==> src/rtl/riscv_core_reorder_buffer_pkg.sv <==
// rtl/riscv_core_reorder_buffer_pkg.sv - shared sizes and constants for the reorder buffer
// Provides the default slot count and tag width, register-address and data widths,
// and the x0 register constant used to suppress writes and lookups.
package riscv_core_reorder_buffer_pkg;

  localparam int ROB_ENTRIES = 16;
  localparam int ROB_TAG_W   = 4;
  localparam int REG_ADDR_W  = 5;
  localparam int XLEN        = 32;

  localparam logic [REG_ADDR_W-1:0] REG_X0 = '0;

endpackage

==> src/rtl/riscv_core_rob_lookup.sv <==
// rtl/riscv_core_rob_lookup.sv - youngest-producer search for one decode source register
// Walks the slots in age order starting at head; the last match seen is the youngest.
// Ports:
//   valid, wen, waddr    per-slot state vectors
//   done, data           per-slot completion and result (present only with ROB_BYPASS_EN)
//   head                 oldest slot index
//   src_addr             source register being looked up
//   pending              some uncommitted slot will write src_addr
//   ready, src_data      youngest producer's done flag and result (0 without ROB_BYPASS_EN)
module riscv_core_rob_lookup
  import riscv_core_reorder_buffer_pkg::*;
#(
  parameter int ENTRIES = ROB_ENTRIES,
  parameter int TAG_W   = ROB_TAG_W
) (
  input  logic [ENTRIES-1:0]                 valid,
  input  logic [ENTRIES-1:0]                 wen,
`ifdef ROB_BYPASS_EN
  input  logic [ENTRIES-1:0]                 done,
  input  logic [ENTRIES-1:0][XLEN-1:0]       data,
`endif
  input  logic [ENTRIES-1:0][REG_ADDR_W-1:0] waddr,
  input  logic [TAG_W-1:0]                   head,
  input  logic [REG_ADDR_W-1:0]              src_addr,
  output logic                               pending,
  output logic                               ready,
  output logic [XLEN-1:0]                    src_data
);

  logic [TAG_W-1:0] idx;

  always_comb begin
    pending  = 1'b0;
    ready    = 1'b0;
    src_data = '0;
    idx      = '0;
    for (int i = 0; i < ENTRIES; i++) begin
      idx = head + TAG_W'(i);
      // Later iterations are younger, so they overwrite older matches.
      if (valid[idx] && wen[idx] && (waddr[idx] == src_addr) && (src_addr != REG_X0)) begin
        pending = 1'b1;
`ifdef ROB_BYPASS_EN
        ready    = done[idx];
        src_data = data[idx];
`endif
      end
    end
  end

endmodule

==> src/rtl/riscv_core_reorder_buffer.sv <==
// rtl/riscv_core_reorder_buffer.sv - in-order-commit reorder buffer with out-of-order fills
// Optional macro ROB_BYPASS_EN: forwards completed-but-uncommitted results to decode;
// without it srcN_ready/srcN_data are tied to 0 and decode stalls on pending.
// Ports:
//   clk, reset                       clock, synchronous active-high reset
//   alloc_val/rdy/wen/waddr/tag      decode allocation at the tail
//   fill0_*, fill1_*                 ALU/mem and mul/div result writes by tag
//   commit_val/wen/waddr/data        head retirement to the register file
//   src0_*, src1_*                   decode-side pending/ready/data lookups
module riscv_core_reorder_buffer
  import riscv_core_reorder_buffer_pkg::*;
#(
  parameter int ENTRIES = ROB_ENTRIES,
  parameter int TAG_W   = ROB_TAG_W
) (
  input  logic                  clk,
  input  logic                  reset,
  input  logic                  alloc_val,
  output logic                  alloc_rdy,
  input  logic                  alloc_wen,
  input  logic [REG_ADDR_W-1:0] alloc_waddr,
  output logic [TAG_W-1:0]      alloc_tag,
  input  logic                  fill0_val,
  input  logic [TAG_W-1:0]      fill0_tag,
  input  logic [XLEN-1:0]       fill0_data,
  input  logic                  fill1_val,
  input  logic [TAG_W-1:0]      fill1_tag,
  input  logic [XLEN-1:0]       fill1_data,
  output logic                  commit_val,
  output logic                  commit_wen,
  output logic [REG_ADDR_W-1:0] commit_waddr,
  output logic [XLEN-1:0]       commit_data,
  input  logic [REG_ADDR_W-1:0] src0_addr,
  input  logic [REG_ADDR_W-1:0] src1_addr,
  output logic                  src0_pending,
  output logic                  src1_pending,
  output logic                  src0_ready,
  output logic                  src1_ready,
  output logic [XLEN-1:0]       src0_data,
  output logic [XLEN-1:0]       src1_data
);

  localparam logic [TAG_W:0] FULL_COUNT = (TAG_W+1)'(ENTRIES);

  logic [ENTRIES-1:0]                 valid;
  logic [ENTRIES-1:0]                 done;
  logic [ENTRIES-1:0]                 wen;
  logic [ENTRIES-1:0][REG_ADDR_W-1:0] waddr;
  logic [ENTRIES-1:0][XLEN-1:0]       data;
  logic [TAG_W-1:0]                   head;
  logic [TAG_W-1:0]                   tail;
  logic [TAG_W:0]                     count;
  logic                               alloc_fire;

  // Ready depends on registered count only, so a same-cycle commit never frees a slot.
  assign alloc_rdy    = (count != FULL_COUNT);
  assign alloc_tag    = tail;
  assign alloc_fire   = alloc_val && alloc_rdy;

  assign commit_val   = valid[head] && done[head];
  assign commit_waddr = waddr[head];
  assign commit_data  = data[head];
  assign commit_wen   = commit_val && wen[head] && (waddr[head] != REG_X0);

  always_ff @(posedge clk) begin
    if (reset) begin
      head  <= '0;
      tail  <= '0;
      count <= '0;
      valid <= '0;
      done  <= '0;
    end else begin
      if (commit_val) begin
        valid[head] <= 1'b0;
        head        <= head + 1'b1;
      end
      // Port 1 is written first so port 0 wins a same-tag collision.
      if (fill1_val && valid[fill1_tag]) begin
        data[fill1_tag] <= fill1_data;
        done[fill1_tag] <= 1'b1;
      end
      if (fill0_val && valid[fill0_tag]) begin
        data[fill0_tag] <= fill0_data;
        done[fill0_tag] <= 1'b1;
      end
      if (alloc_fire) begin
        valid[tail] <= 1'b1;
        done[tail]  <= ~alloc_wen;
        wen[tail]   <= alloc_wen;
        waddr[tail] <= alloc_waddr;
        tail        <= tail + 1'b1;
      end
      case ({alloc_fire, commit_val})
        2'b10:   count <= count + 1'b1;
        2'b01:   count <= count - 1'b1;
        default: count <= count;
      endcase
    end
  end

  riscv_core_rob_lookup #(.ENTRIES(ENTRIES), .TAG_W(TAG_W)) u_src0_lookup (
    .valid    (valid),
    .wen      (wen),
`ifdef ROB_BYPASS_EN
    .done     (done),
    .data     (data),
`endif
    .waddr    (waddr),
    .head     (head),
    .src_addr (src0_addr),
    .pending  (src0_pending),
    .ready    (src0_ready),
    .src_data (src0_data)
  );

  riscv_core_rob_lookup #(.ENTRIES(ENTRIES), .TAG_W(TAG_W)) u_src1_lookup (
    .valid    (valid),
    .wen      (wen),
`ifdef ROB_BYPASS_EN
    .done     (done),
    .data     (data),
`endif
    .waddr    (waddr),
    .head     (head),
    .src_addr (src1_addr),
    .pending  (src1_pending),
    .ready    (src1_ready),
    .src_data (src1_data)
  );

endmodule

==> config.mk <==
export PLATFORM = sky130hd
export DESIGN_NAME = riscv_core_reorder_buffer
export DESIGN_NICKNAME = d
export VERILOG_FILES = /design/src/rtl/riscv_core_reorder_buffer_pkg.sv /design/src/rtl/riscv_core_rob_lookup.sv /design/src/rtl/riscv_core_reorder_buffer.sv
export SDC_FILE = /design/constraint.sdc
export NUM_CORES = 2
export LEC_CHECK = 0
export CAP_MARGIN = 25
export CORE_UTILIZATION = 60
export DETAILED_ROUTE_END_ITERATION = 8
export PLACE_DENSITY = 0.81
export SLEW_MARGIN = 25
export SYNTH_ARGS = -nofsm -noshare
export SYNTH_HDL_FRONTEND = slang
export SYNTH_SLANG_ARGS = --single-unit
export TNS_END_PERCENT = 5
==> constraint.sdc <==
create_clock -name clk -period 33.9 [get_ports clk]
set_clock_uncertainty 0.1 [all_clocks]
set_input_delay 6.78 -clock clk [delete_from_list [all_inputs] [get_ports clk]]
set_output_delay 6.78 -clock clk [all_outputs]
set_load 0.02 [all_outputs]
==> results.cfg <==
[place]
port_buffers = 138
place_congestion = 1.104
place_area_sq_um = 45850
pre_cts_ws_ps = 17380
place_inst = 4607
dp_hpwl_um = 79890

[sta]
relSlewSlack_pct = 25.86
min_period_ps = 16440
rsz0062_at_grt = no
fin_setup_tns_ps = 0
period_share_pct = 48.51
clock.fmax_mhz = 60.82
setup_ws_ps = 17460
hold_viol_final = 0
slew_violations = 0
final-setup-viol-count = 0
tightestPinTransition_ps = 1108
whs_ps = 405.6

[worst_setup_path]
setup.worst_path.end_class = primary output
slowest_stage = clkdlybuf4s50_1
critPathMaxFanout = 17
rr_worst_depth = 15
crit_top_cell = clkdlybuf4s50_1
crit_required_ps = 27020
ff2ff_setup_slack_ps = 27130
crit_chain = clkdlybuf4s50_1 > xor2_1 > nor3_1 > o2111ai_1 > nand4_1 > a2111oi_2 > a21oi_2 > clkdlybuf4s50_1
startpoint_type = input pin
crit_type = input pin to primary output
cpPeakStageDelay_ps = 1180
arrival_ps = 9560

[power_and_ir_drop]
ir_drop_mv = 0.04260
total_power_mw = 1.964
p_per_area_nw_per_um2 = 40.79
total_leakage_power_nw = 15.25

[final_layout]
stdcell_area_sq_um = 48160
fillers = 5342
drive_above_1_share_pct = 15.48
areaGrowthSynthToFinish_pct = 7.710
finalCoreUtilization_pct = 65.67
most-common-layout-cells = mux2i_1 (645), edfxtp_1 (608), nand2_1 (476)
final_common_cell = mux2i_1
final_cells = 4741
final_nets = 3838

[logic_synthesis]
synth_top_family_by_area = multiplexers
muxShareOfSynthArea_pct = 30.69
synth_edf_count = 608
synth_compound_area_share_pct = 8.521
synth.top_cells.by_area = edfxtp_1 (41%), mux4_2 (16%), mux2i_1 (14%)
synth-simple-area-share_pct = 8.031
synthXorXnorAreaFrac_pct = 3.629
ys_warn_count = 0
synth_cell_type_count = 72
synth_area_per_cell_sq_um = 11.61
syn_area_sq_um = 44710
synth_top_area_share_pct = 40.83
synth_adder_area_share_pct = 0.6324
seq_area_frac_synth_pct = 42.85
yosys.area.top_type = edfxtp_1
synth_seq_cells = 653
netlist_instances = 3852
ys_async_sr_fraction_pct = 0
synthFlopType = edfxtp_1

[clocking]
root_buffer = clkbuf_16
cts_tree = done
cts_max_level = 3
post_cts_buffers = 0
hold_buffers = 0
cts_sinks = 653
cts_max_path_buffers = 3
path_clk_slew_ps = 60
ctsResizeCount = 0
numCtsBuffers = 71
clk_latency_ps = 630

[drt]
drt_iter0_drc = 4896
viasPerCell = 6.995
wl_um = 137800
avgRoutedWirePerCell_um = 29.06
drc = 19
dr.pass1.iters = 9
via_count = 33160
postRouteAntennaNets = 0

[status]
violations = design-rule violations
run_status = finished, violations left

[global_routing]
grt_use_total_pct = 36.19
grt_pass1_vias = 31950
antenna_found_initial = 7
gr-total-overflow = 0
grt_max_degree = 148
grt_pass1_wl_um = 203000

[worst_hold_path]
worst_hold_path_type = flip-flop to flip-flop
hold_depth = 2

[floorplanning]
die_h_um = 275.0
initial_core_util_pct = 60.97
fp.dieArea_sq_um = 75610
die_x_um = 275.0
fp-row-count = 99
coreArea_sq_um = 73330
ioPinCount = 205

[job]
maxCapViolCount = 0
==> registers in the layout, indices dropped and copies added, names as in the netlist <==
| signal | count |
|---|---|
| data | 512 |
| waddr | 80 |
| done | 16 |
| valid | 16 |
| wen | 16 |
| count | 5 |
| alloc_tag | 4 |
| head | 4 |
==> cell type report <==
type                            instances  area (sq um)  share of cell area (%)
Clock inverter                         40         349.1                  0.7249
Tap cell                              959          1200                   2.492
Antenna cell                            4         10.01                 0.02078
Timing Repair Buffer                  204          1929                   4.006
Clock buffer                           88          1883                   3.910
Sequential cell                       653         19170                   39.81
Inverter                               16         75.07                  0.1559
Multi-Input combinational cell       2777         23540                   48.89
==> kinds of logic after synthesis <==
kind of cell / after synthesis
multiplexers: 974
buffers and inverters: 487
flip-flops: 653
AO/OA/AOI/OAI: 679
adder cells (fa/ha/maj): 22
other: 1
XOR/XNOR: 181
AND/OR/NAND/NOR: 855
==> Yosys cell counts, drive strengths merged (21+ instances only) <==
cell type and number:
a21oi 151, a22oi 23, buf 258, clkbuf 213, dfxtp 45, edfxtp 608
ha 21, mux2i 647, mux4 315, nand2 476, nand3 43, nand4 37
nor2 208, nor4 21, o211ai 22, o21ai 407, xnor2 103, xor2 78
==> final timing paths <==
check | endpoint | from
worst max-delay path | src1_pending | src1_addr[4]
worst min-delay path | count[4] | count[4]
worst max register to register | count[4] | head[0]
worst min register to register | count[4] | count[4]
==> where the power goes <==
part           leakage, nW  internal (mW)  switching [mW]
registers             6.24          0.924          0.0221
clock network         1.09          0.423           0.342
logic                 7.92          0.109           0.145
==> routing by layer <==
layer	vias to the layer above	track usage (%)	routed length [um]
met2	2427	54.81	63240
met3	454	9.200	18560
met4	10	17.46	6764
met5	-	0	64
li1	14170	-	-
met1	16100	48.87	49170
==> worst max-delay path: cells and delay by family <==
| kind | cells | cell delay [ps] |
|---|---|---|
| buffers and inverters | 2 | 1730 |
| AO/OA/AOI/OAI | 3 | 570 |
| XOR/XNOR | 1 | 200 |
| AND/OR/NAND/NOR | 2 | 260 |
Note: power is estimated with default switching activity, not from simulation.
